## src/rtl/ctrl_sw_pkg.sv

```systemverilog
// ---------------------------------------------------------------------------
// ctrl_sw_pkg
// Shared definitions for the control-channel switch:
//   - sw_state_t      : switch FSM states (RUN, GAP, LOAD)
//   - *_DEFAULT       : default parameter values of ctrl_chan_switch
//   - RST_*           : values every output takes while rst is high
//   - CNT_W           : width of the stability and dead-time counters
// ---------------------------------------------------------------------------
package ctrl_sw_pkg;

    typedef enum logic [1:0] {
        RUN  = 2'd0,
        GAP  = 2'd1,
        LOAD = 2'd2
    } sw_state_t;

    // Counters only ever need to reach 255 (max SEL_STABLE / DEAD_CYC).
    localparam int CNT_W = 8;

    localparam int   NCH_DEFAULT        = 4;
    localparam int   SEL_STABLE_DEFAULT = 4;
    localparam int   DEAD_CYC_DEFAULT   = 8;
    localparam logic DUMP_SAFE_DEFAULT  = 1'b1;

    localparam logic RST_INTERUPT  = 1'b0;
    localparam logic RST_RT_SW     = 1'b0;
    localparam logic RST_SOFT_DUMP = 1'b0;
    localparam logic RST_SW_ACQ1   = 1'b0;
    localparam logic RST_SW_ACQ2   = 1'b1;
    localparam logic RST_BUSY      = 1'b0;
    localparam logic RST_SEL_ERR   = 1'b0;

endpackage

```

## src/rtl/sel_stable_filter.sv

```systemverilog
// ---------------------------------------------------------------------------
// sel_stable_filter
// Debounces the channel selector: sel is sampled every cycle and counted
// as stable once SEL_STABLE consecutive samples have been equal.
// Ports:
//   clk_sys     in   system clock
//   rst         in   synchronous active-high reset
//   sel         in   raw selector
//   sel_q       out  last sampled selector (the value being counted)
//   sel_stable  out  high once sel_q has been seen SEL_STABLE times in a row
// ---------------------------------------------------------------------------
module sel_stable_filter
    import ctrl_sw_pkg::*;
#(
    parameter int SEL_W      = 2,
    parameter int SEL_STABLE = 4
) (
    input  logic             clk_sys,
    input  logic             rst,
    input  logic [SEL_W-1:0] sel,
    output logic [SEL_W-1:0] sel_q,
    output logic             sel_stable
);

    localparam logic [CNT_W-1:0] STABLE_CNT = CNT_W'(SEL_STABLE);

    logic [SEL_W-1:0] sel_q_reg;
    logic [CNT_W-1:0] cnt_reg;
    logic [CNT_W-1:0] cnt_next;

    // cnt_reg holds the number of consecutive equal samples (0 = none yet,
    // e.g. right after reset). It saturates at SEL_STABLE.
    always_comb begin
        cnt_next = cnt_reg;
        if ((cnt_reg == '0) || (sel != sel_q_reg)) begin
            cnt_next = CNT_W'(1);
        end else if (cnt_reg != STABLE_CNT) begin
            cnt_next = cnt_reg + CNT_W'(1);
        end
    end

    always_ff @(posedge clk_sys) begin
        if (rst) begin
            sel_q_reg <= '0;
            cnt_reg   <= '0;
        end else begin
            sel_q_reg <= sel;
            cnt_reg   <= cnt_next;
        end
    end

    assign sel_q      = sel_q_reg;
    assign sel_stable = (cnt_reg == STABLE_CNT);

endmodule

```

## src/rtl/ctrl_chan_switch.sv

```systemverilog
// ---------------------------------------------------------------------------
// ctrl_chan_switch
// Routes one of NCH per-channel control sets to a single set of registered
// outputs. Changing channel is break-before-make: the outputs are parked at
// safe values for DEAD_CYC cycles (GAP), then one LOAD cycle commits the new
// channel, then RUN resumes tracking.
// Ports:
//   clk_sys    in   system clock
//   rst        in   synchronous active-high reset
//   sel        in   requested channel (debounced over SEL_STABLE cycles)
//   acq_echo   in   acquisition path: 1 = echo, 0 = pulse
//   inter_in   in   per-channel interrupt, active-low
//   rt_sw_in   in   per-channel RT switch control
//   s_dump_in  in   per-channel soft dump control
//   int_clr    in   clears the sticky interrupt (latch build only)
//   interupt, rt_sw, soft_dump, sw_acq1, sw_acq2  out  qualified controls
//   active_ch  out  channel currently driving the outputs
//   busy       out  high during GAP and LOAD
//   sel_err    out  high (one cycle later) while sel >= NCH
// Build option:
//   CTRL_SW_INT_LATCH_EN  - interupt becomes a sticky flag set by a rising
//                           edge of the active channel's interrupt and
//                           cleared by int_clr, GAP entry or reset.
// ---------------------------------------------------------------------------
module ctrl_chan_switch
    import ctrl_sw_pkg::*;
#(
    parameter int   NCH        = NCH_DEFAULT,
    parameter int   SEL_W      = $clog2(NCH),
    parameter int   SEL_STABLE = SEL_STABLE_DEFAULT,
    parameter int   DEAD_CYC   = DEAD_CYC_DEFAULT,
    parameter logic DUMP_SAFE  = DUMP_SAFE_DEFAULT
) (
    input  logic             clk_sys,
    input  logic             rst,
    input  logic [SEL_W-1:0] sel,
    input  logic             acq_echo,
    input  logic [NCH-1:0]   inter_in,
    input  logic [NCH-1:0]   rt_sw_in,
    input  logic [NCH-1:0]   s_dump_in,
    input  logic             int_clr,
    output logic             interupt,
    output logic             rt_sw,
    output logic             soft_dump,
    output logic             sw_acq1,
    output logic             sw_acq2,
    output logic [SEL_W-1:0] active_ch,
    output logic             busy,
    output logic             sel_err
);

    localparam int               NSEL      = 2 ** SEL_W;
    localparam logic [CNT_W-1:0] DEAD_LAST = CNT_W'(DEAD_CYC - 1);

    // Per-channel inputs padded to the full selector range so any sel value
    // can index them; valid_map marks the channels that really exist.
    logic [NSEL-1:0] valid_map;
    logic [NSEL-1:0] inter_pad;
    logic [NSEL-1:0] rt_pad;
    logic [NSEL-1:0] dump_pad;

    genvar gi;
    generate
        for (gi = 0; gi < NSEL; gi++) begin : g_pad
            if (gi < NCH) begin : g_ch
                assign valid_map[gi] = 1'b1;
                assign inter_pad[gi] = inter_in[gi];
                assign rt_pad[gi]    = rt_sw_in[gi];
                assign dump_pad[gi]  = s_dump_in[gi];
            end else begin : g_none
                assign valid_map[gi] = 1'b0;
                assign inter_pad[gi] = 1'b1;
                assign rt_pad[gi]    = 1'b0;
                assign dump_pad[gi]  = 1'b0;
            end
        end
    endgenerate

    logic [SEL_W-1:0] sel_q;
    logic             sel_stable;

    sel_stable_filter #(
        .SEL_W      (SEL_W),
        .SEL_STABLE (SEL_STABLE)
    ) u_sel_filter (
        .clk_sys    (clk_sys),
        .rst        (rst),
        .sel        (sel),
        .sel_q      (sel_q),
        .sel_stable (sel_stable)
    );

    sw_state_t        state_reg,    state_next;
    logic [SEL_W-1:0] active_ch_reg, active_ch_next;
    logic [SEL_W-1:0] pend_ch_reg,   pend_ch_next;
    logic [CNT_W-1:0] dead_cnt_reg,  dead_cnt_next;

    logic interupt_reg,  interupt_next;
    logic rt_sw_reg,     rt_sw_next;
    logic soft_dump_reg, soft_dump_next;
    logic sw_acq1_reg,   sw_acq1_next;
    logic sw_acq2_reg,   sw_acq2_next;
    logic busy_reg,      busy_next;
    logic sel_err_reg,   sel_err_next;
    logic run_next;

    // Switch FSM
    always_comb begin
        state_next     = state_reg;
        active_ch_next = active_ch_reg;
        pend_ch_next   = pend_ch_reg;
        dead_cnt_next  = dead_cnt_reg;
        case (state_reg)
            RUN: begin
                if (sel_stable && valid_map[sel_q] && (sel_q != active_ch_reg)) begin
                    state_next    = GAP;
                    pend_ch_next  = sel_q;
                    dead_cnt_next = '0;
                end
            end
            GAP: begin
                if (dead_cnt_reg == DEAD_LAST) begin
                    state_next = LOAD;
                end else begin
                    dead_cnt_next = dead_cnt_reg + CNT_W'(1);
                end
            end
            LOAD: begin
                active_ch_next = pend_ch_reg;
                dead_cnt_next  = '0;
                state_next     = RUN;
            end
            default: begin
                state_next = RUN;
            end
        endcase
    end

    // Outputs are computed from the next state/channel so that the registered
    // value is already correct in the cycle the FSM arrives in a state.
    always_comb begin
        run_next       = (state_next == RUN);
        rt_sw_next     = run_next ? rt_pad[active_ch_next]   : 1'b0;
        soft_dump_next = run_next ? dump_pad[active_ch_next] : DUMP_SAFE;
        sw_acq1_next   = run_next &  acq_echo;
        sw_acq2_next   = run_next & ~acq_echo;
        busy_next      = ~run_next;
        sel_err_next   = ~valid_map[sel];
    end

`ifdef CTRL_SW_INT_LATCH_EN
    // Raw interrupt of the channel that will be active next; following
    // active_ch_next keeps the edge history on the new channel from LOAD on,
    // so a level already present at switch time is not seen as an edge.
    logic int_raw;
    logic int_prev_reg;
    logic int_rise;

    always_comb begin
        int_raw  = ~inter_pad[active_ch_next];
        int_rise = (state_reg == RUN) & int_raw & ~int_prev_reg;
        interupt_next = interupt_reg;
        if (!run_next) begin
            interupt_next = 1'b0;
        end else if (int_clr) begin
            interupt_next = 1'b0;
        end else if (int_rise) begin
            interupt_next = 1'b1;
        end
    end

    always_ff @(posedge clk_sys) begin
        if (rst) begin
            int_prev_reg <= 1'b0;
        end else begin
            int_prev_reg <= int_raw;
        end
    end
`else
    logic unused_int_clr;
    assign unused_int_clr = int_clr;

    always_comb begin
        interupt_next = run_next ? ~inter_pad[active_ch_next] : 1'b0;
    end
`endif

    always_ff @(posedge clk_sys) begin
        if (rst) begin
            state_reg     <= RUN;
            active_ch_reg <= '0;
            pend_ch_reg   <= '0;
            dead_cnt_reg  <= '0;
            interupt_reg  <= RST_INTERUPT;
            rt_sw_reg     <= RST_RT_SW;
            soft_dump_reg <= RST_SOFT_DUMP;
            sw_acq1_reg   <= RST_SW_ACQ1;
            sw_acq2_reg   <= RST_SW_ACQ2;
            busy_reg      <= RST_BUSY;
            sel_err_reg   <= RST_SEL_ERR;
        end else begin
            state_reg     <= state_next;
            active_ch_reg <= active_ch_next;
            pend_ch_reg   <= pend_ch_next;
            dead_cnt_reg  <= dead_cnt_next;
            interupt_reg  <= interupt_next;
            rt_sw_reg     <= rt_sw_next;
            soft_dump_reg <= soft_dump_next;
            sw_acq1_reg   <= sw_acq1_next;
            sw_acq2_reg   <= sw_acq2_next;
            busy_reg      <= busy_next;
            sel_err_reg   <= sel_err_next;
        end
    end

    assign interupt  = interupt_reg;
    assign rt_sw     = rt_sw_reg;
    assign soft_dump = soft_dump_reg;
    assign sw_acq1   = sw_acq1_reg;
    assign sw_acq2   = sw_acq2_reg;
    assign active_ch = active_ch_reg;
    assign busy      = busy_reg;
    assign sel_err   = sel_err_reg;

endmodule
```

## config.mk

```make
export PLATFORM = sky130hd
export DESIGN_NAME = ctrl_chan_switch
export DESIGN_NICKNAME = d
export VERILOG_FILES = /design/src/rtl/ctrl_sw_pkg.sv /design/src/rtl/sel_stable_filter.sv /design/src/rtl/ctrl_chan_switch.sv
export SDC_FILE = /design/constraint.sdc
export NUM_CORES = 1
export LEC_CHECK = 0
export ABC_CLOCK_PERIOD_IN_PS = 1750
export CORE_MARGIN = 5
export CORE_UTILIZATION = 46
export DETAILED_ROUTE_END_ITERATION = 8
export GPL_ROUTABILITY_DRIVEN = 0
export GPL_TIMING_DRIVEN = 0
export MAX_ROUTING_LAYER = met4
export PLACE_DENSITY_LB_ADDON = 0.12
export SYNTH_ARGS = -nofsm -noshare
export SYNTH_HDL_FRONTEND = slang
export SYNTH_SLANG_ARGS = --single-unit
```

## constraint.sdc

```tcl
create_clock -name clk_sys -period 1.75 [get_ports clk_sys]
set_input_delay 0.35 -clock clk_sys [delete_from_list [all_inputs] [get_ports clk_sys]]
set_output_delay 0.35 -clock clk_sys [all_outputs]
set_load 0.005 [all_outputs]
```

==> impl_results.rst <==
.. list-table::
   :header-rows: 1

   * - Metric
     - Value
   * - Global routing's busiest layer
     - met2
   * - Post-DP Area
     - 0.00175 mm2
   * - Type of element launching the critical path
     - register
   * - Number of global-route vias before repair
     - 1246
   * - Synth Warn #
     - 0
   * - Clock input transition at the sequential cells of the worst setup and hold paths
     - 0.09 ns
   * - Final worst-path cycle share
     - 95.1%
   * - Total via count in the routed design
     - 1235
   * - # port buffers
     - 24
   * - Power density over the cells
     - 659 mW/mm2
   * - Final global-route overflow total
     - 0
   * - Total non-filler cell area in the finished layout
     - 0.00188 mm2
   * - Starting density of the core
     - 47.9%
   * - Count of cell types in the netlist
     - 42
   * - Residual antenna-violating net count after detailed routing
     - 0
   * - Worst vdd ir
     - 0.000336 V
   * - Final core area utilization
     - 62.2%
   * - Post-Route Setup TNS
     - 0 ns
   * - Post-Synthesis Cell Area
     - 0.00145 mm2
   * - Clock latency reported for the late side of the worst-skew pair
     - 0.33 ns
   * - Die Span X
     - 66.2 um
   * - Arrival @ worst endpoint
     - 1.31 ns
   * - Mapped Avg Cell Area
     - 9.13 um2
   * - Cell family with most CP delay
     - buffers and inverters
   * - Timing endpoint of the critical path
     - active_ch[0]
   * - Global routing usage on met2
     - 26.5%
   * - # rows
     - 20
   * - Number of hold buffers added after CTS
     - 0
   * - Detailed-routing iteration count for the pre-antenna-repair pass
     - 4
   * - Net Count, Synth
     - 180
   * - Area added between synthesis and finish
     - 29.8%
   * - Sinks on the clock net
     - 30
   * - DR WL/cell
     - 13.4 um
   * - Worst Path Buf+Inv
     - 1
   * - Critical path capture point type
     - primary output
   * - Die Area
     - 0.00438 mm2
   * - Final-report setup violation count
     - 0
   * - Largest fanout of any net on the critical path
     - 4
   * - Number of clock buffers inserted by TritonCTS
     - 5
   * - Maximum number of pins on one net before global-route repair
     - 11
   * - Total global routing track utilization
     - 16.7%
   * - Class of the most critical setup path
     - register to primary output
   * - Worst hold slack
     - 0.471 ns
   * - Count of inserted antenna diode cells
     - 0
   * - GR met3 Demand/Resource
     - 6.46%
   * - RSZ-0062 raised after global routing
     - false
   * - Number of max-cap violations
     - 0
   * - H-Tree Level Count
     - 2
   * - Data required time of the critical path
     - 1.40 ns
   * - Fin. max-slew vios
     - 0
   * - Clock tree from TritonCTS
     - built
   * - Detailed-placement wirelength estimate
     - 2310 um
   * - Global-route wire length before repair
     - 5490 um
   * - Reg2reg end
     - soft_dump
   * - Number of standard cells after synthesis
     - 159
   * - IO Count
     - 27
   * - Clk_skew
     - 0.00846 ns
   * - Type of the most critical hold path
     - register to register
   * - Cell-by-cell listing of the critical path
     - clkdlybuf4s50_1
   * - Main combinational cell family by area after synthesis
     - simple AND/OR/NAND/NOR gates
   * - Critical Path Slowest Stage Cell
     - sky130_fd_sc_hd__clkdlybuf4s50_1
   * - Global Route met1 Usage
     - 18.9%
   * - Sequential cell area fraction in the yosys report
     - 41.4%
   * - Synthesized-area fraction occupied by ao, oa, aoi and oai cells
     - 14.0%
   * - Clock tree root driver cell
     - sky130_fd_sc_hd__clkbuf_4
   * - Critical path depth in cells
     - 1
   * - Reg-to-Reg Start
     - state_reg[0]
   * - Share of synthesized cell area in and, or, nand and nor gates
     - 23.3%
   * - Adder-Cell Fraction of Synth Area
     - 2.59%
   * - DRC violations left
     - 0
   * - Number of buffers between clock root and the deepest sink
     - 2
   * - Synthesized-area fraction occupied by xor and xnor cells
     - 7.84%
   * - Beginning of the critical path
     - active_ch[0]
   * - Worst reg2reg setup slack
     - 0.11 ns
   * - Flip-flop and latch count after synthesis
     - 30
   * - Antenna violations before repair
     - 0
   * - Leakage Power
     - 0.667 nW
   * - Fmax
     - 0.601 GHz
   * - Iteration-0 DRC count of the detailed router
     - 63
   * - Mux share of post-synthesis cell area
     - 6.21%
   * - Number of nets in the layout
     - 212
   * - Delay of the slowest cell on the worst path
     - 0.54 ns
   * - Minimum clock period
     - 1.66 ns
   * - Die extent in y
     - 66.2 um
   * - Average via count per standard cell
     - 5.23
   * - Routed wire length
     - 3170 um
   * - Run status
     - finished clean
   * - Core box area
     - 0.00303 mm2
   * - Worst reg2reg path depth
     - 4
   * - Share of final-layout standard cells stronger than drive strength 1
     - 14.6%
   * - Hold violation total from the final report
     - 0
synth_stat cells (all sizes together):
cell type / count / area, um2
nand2: 13 / 48.8
a21boi: 3 / 22.5
and3: 1 / 7.51
nor2: 15 / 56.3
o211ai: 5 / 37.5
a22oi: 2 / 15.0
nand2b: 2 / 12.5
xor2: 7 / 61.3
or4: 2 / 15.0
nor2b: 6 / 45.0
o21ai: 4 / 23.8
mux2: 1 / 11.3
buf: 3 / 20.0
mux2i: 3 / 33.8
xnor2: 6 / 52.6
a21oi: 10 / 50.1
o31ai: 2 / 15.0
nand3: 6 / 30.0
inv: 10 / 37.5
nand3b: 1 / 7.51
nand4bb: 1 / 11.3
dfxtp: 30 / 601
mux4: 2 / 45.0
ha: 3 / 37.5
a21o: 1 / 7.51
nor4: 3 / 33.8
and2: 1 / 7.51
o2111ai: 2 / 23.8
clkbuf: 2 / 7.51
nand4: 3 / 18.8
or3: 4 / 25.0
nor3: 2 / 10.0
a211oi: 1 / 7.51
conb: 1 / 3.75
nand4b: 1 / 8.76
cells in the final DEF (no fill, tap or decap), types with 4 or more instances in the layout:
master,count
sky130_fd_sc_hd__a21oi_1,10
sky130_fd_sc_hd__clkbuf_4,5
sky130_fd_sc_hd__clkdlybuf4s50_1,24
sky130_fd_sc_hd__dfxtp_1,30
sky130_fd_sc_hd__inv_1,10
sky130_fd_sc_hd__nand2_1,13
sky130_fd_sc_hd__nand3_1,6
sky130_fd_sc_hd__nor2_1,15
sky130_fd_sc_hd__nor2b_1,4
sky130_fd_sc_hd__o211ai_1,5
sky130_fd_sc_hd__or3_1,4
sky130_fd_sc_hd__xnor2_1,6
sky130_fd_sc_hd__xor2_1,7
repair_timing:
item / in CTS / in global routing
setup endpoints to repair: 10 / 16
resized for setup: 1 / 11
setup buffers: 1 / 0
area by class of cell:
class	instances	area, um2
clock inverters	1	5.00
fillers	268	1140
repair buffers	25	248
clock buffers	7	55.1
inverters	10	37.5
plain buffers	5	27.5
flip-flops and latches	30	601
well taps	44	55.1
multi-input cells	114	856
tightest hold or removal path: cells and delay by family (launching register included):
kind	cells	cell delay (ns)
AND/OR/NAND/NOR	1	0.06
multiplexers	1	0.06
flip-flops	1	0.32
power by group:
group / internal [mW] / switching (mW)
sequential: 0.693 / 0.00642
clock: 0.194 / 0.238
combinational: 0.0654 / 0.0449
worst min-delay path by stage:
stage | depth (start not counted) | startpoint | end | slack [ns]
2_1_floorplan | 2 | pend_ch_reg[1] | pend_ch_reg[1] | 0.43
3_3_place_gp | 2 | pend_ch_reg[1] | pend_ch_reg[1] | 0.45
3_5_place_dp | 2 | pend_ch_reg[1] | pend_ch_reg[1] | 0.46
4_1_cts | 2 | pend_ch_reg[1] | pend_ch_reg[1] | 0.48
5_1_grt | 2 | pend_ch_reg[1] | pend_ch_reg[1] | 0.52
6_report | 2 | pend_ch_reg[1] | pend_ch_reg[1] | 0.47
routing by layer:
layer | vias up | share of wire, %
met5 | - | 0
met4 | 0 | 1.9
met3 | 8 | 5.4
met2 | 26 | 48
met1 | 581 | 45
li1 | 620 | -
logic make-up (layout without fill, tap and decap cells):
kind of cell	Yosys count	after routing
other cells	1	1
fa+ha+maj	3	3
xor+xnor	13	13
flops	30	30
compound gates	30	30
mux	6	6
simple gates	61	61
buf+inv	15	48
per-stage QoR:
stage / setup WS [ns] / total power [mW] / cells
finish: 0.0856 / 1.24 / 236
global route: 0.0110 / 1.30 / 236
CTS: -0.0927 / 1.26 / 236
detailed placement: -0.0840 / 0.822 / 227
global placement: -0.0862 / 0.819 / 227
floorplan: 0.123 / 0.761 / 159
Power figures use the tool's default switching activity.
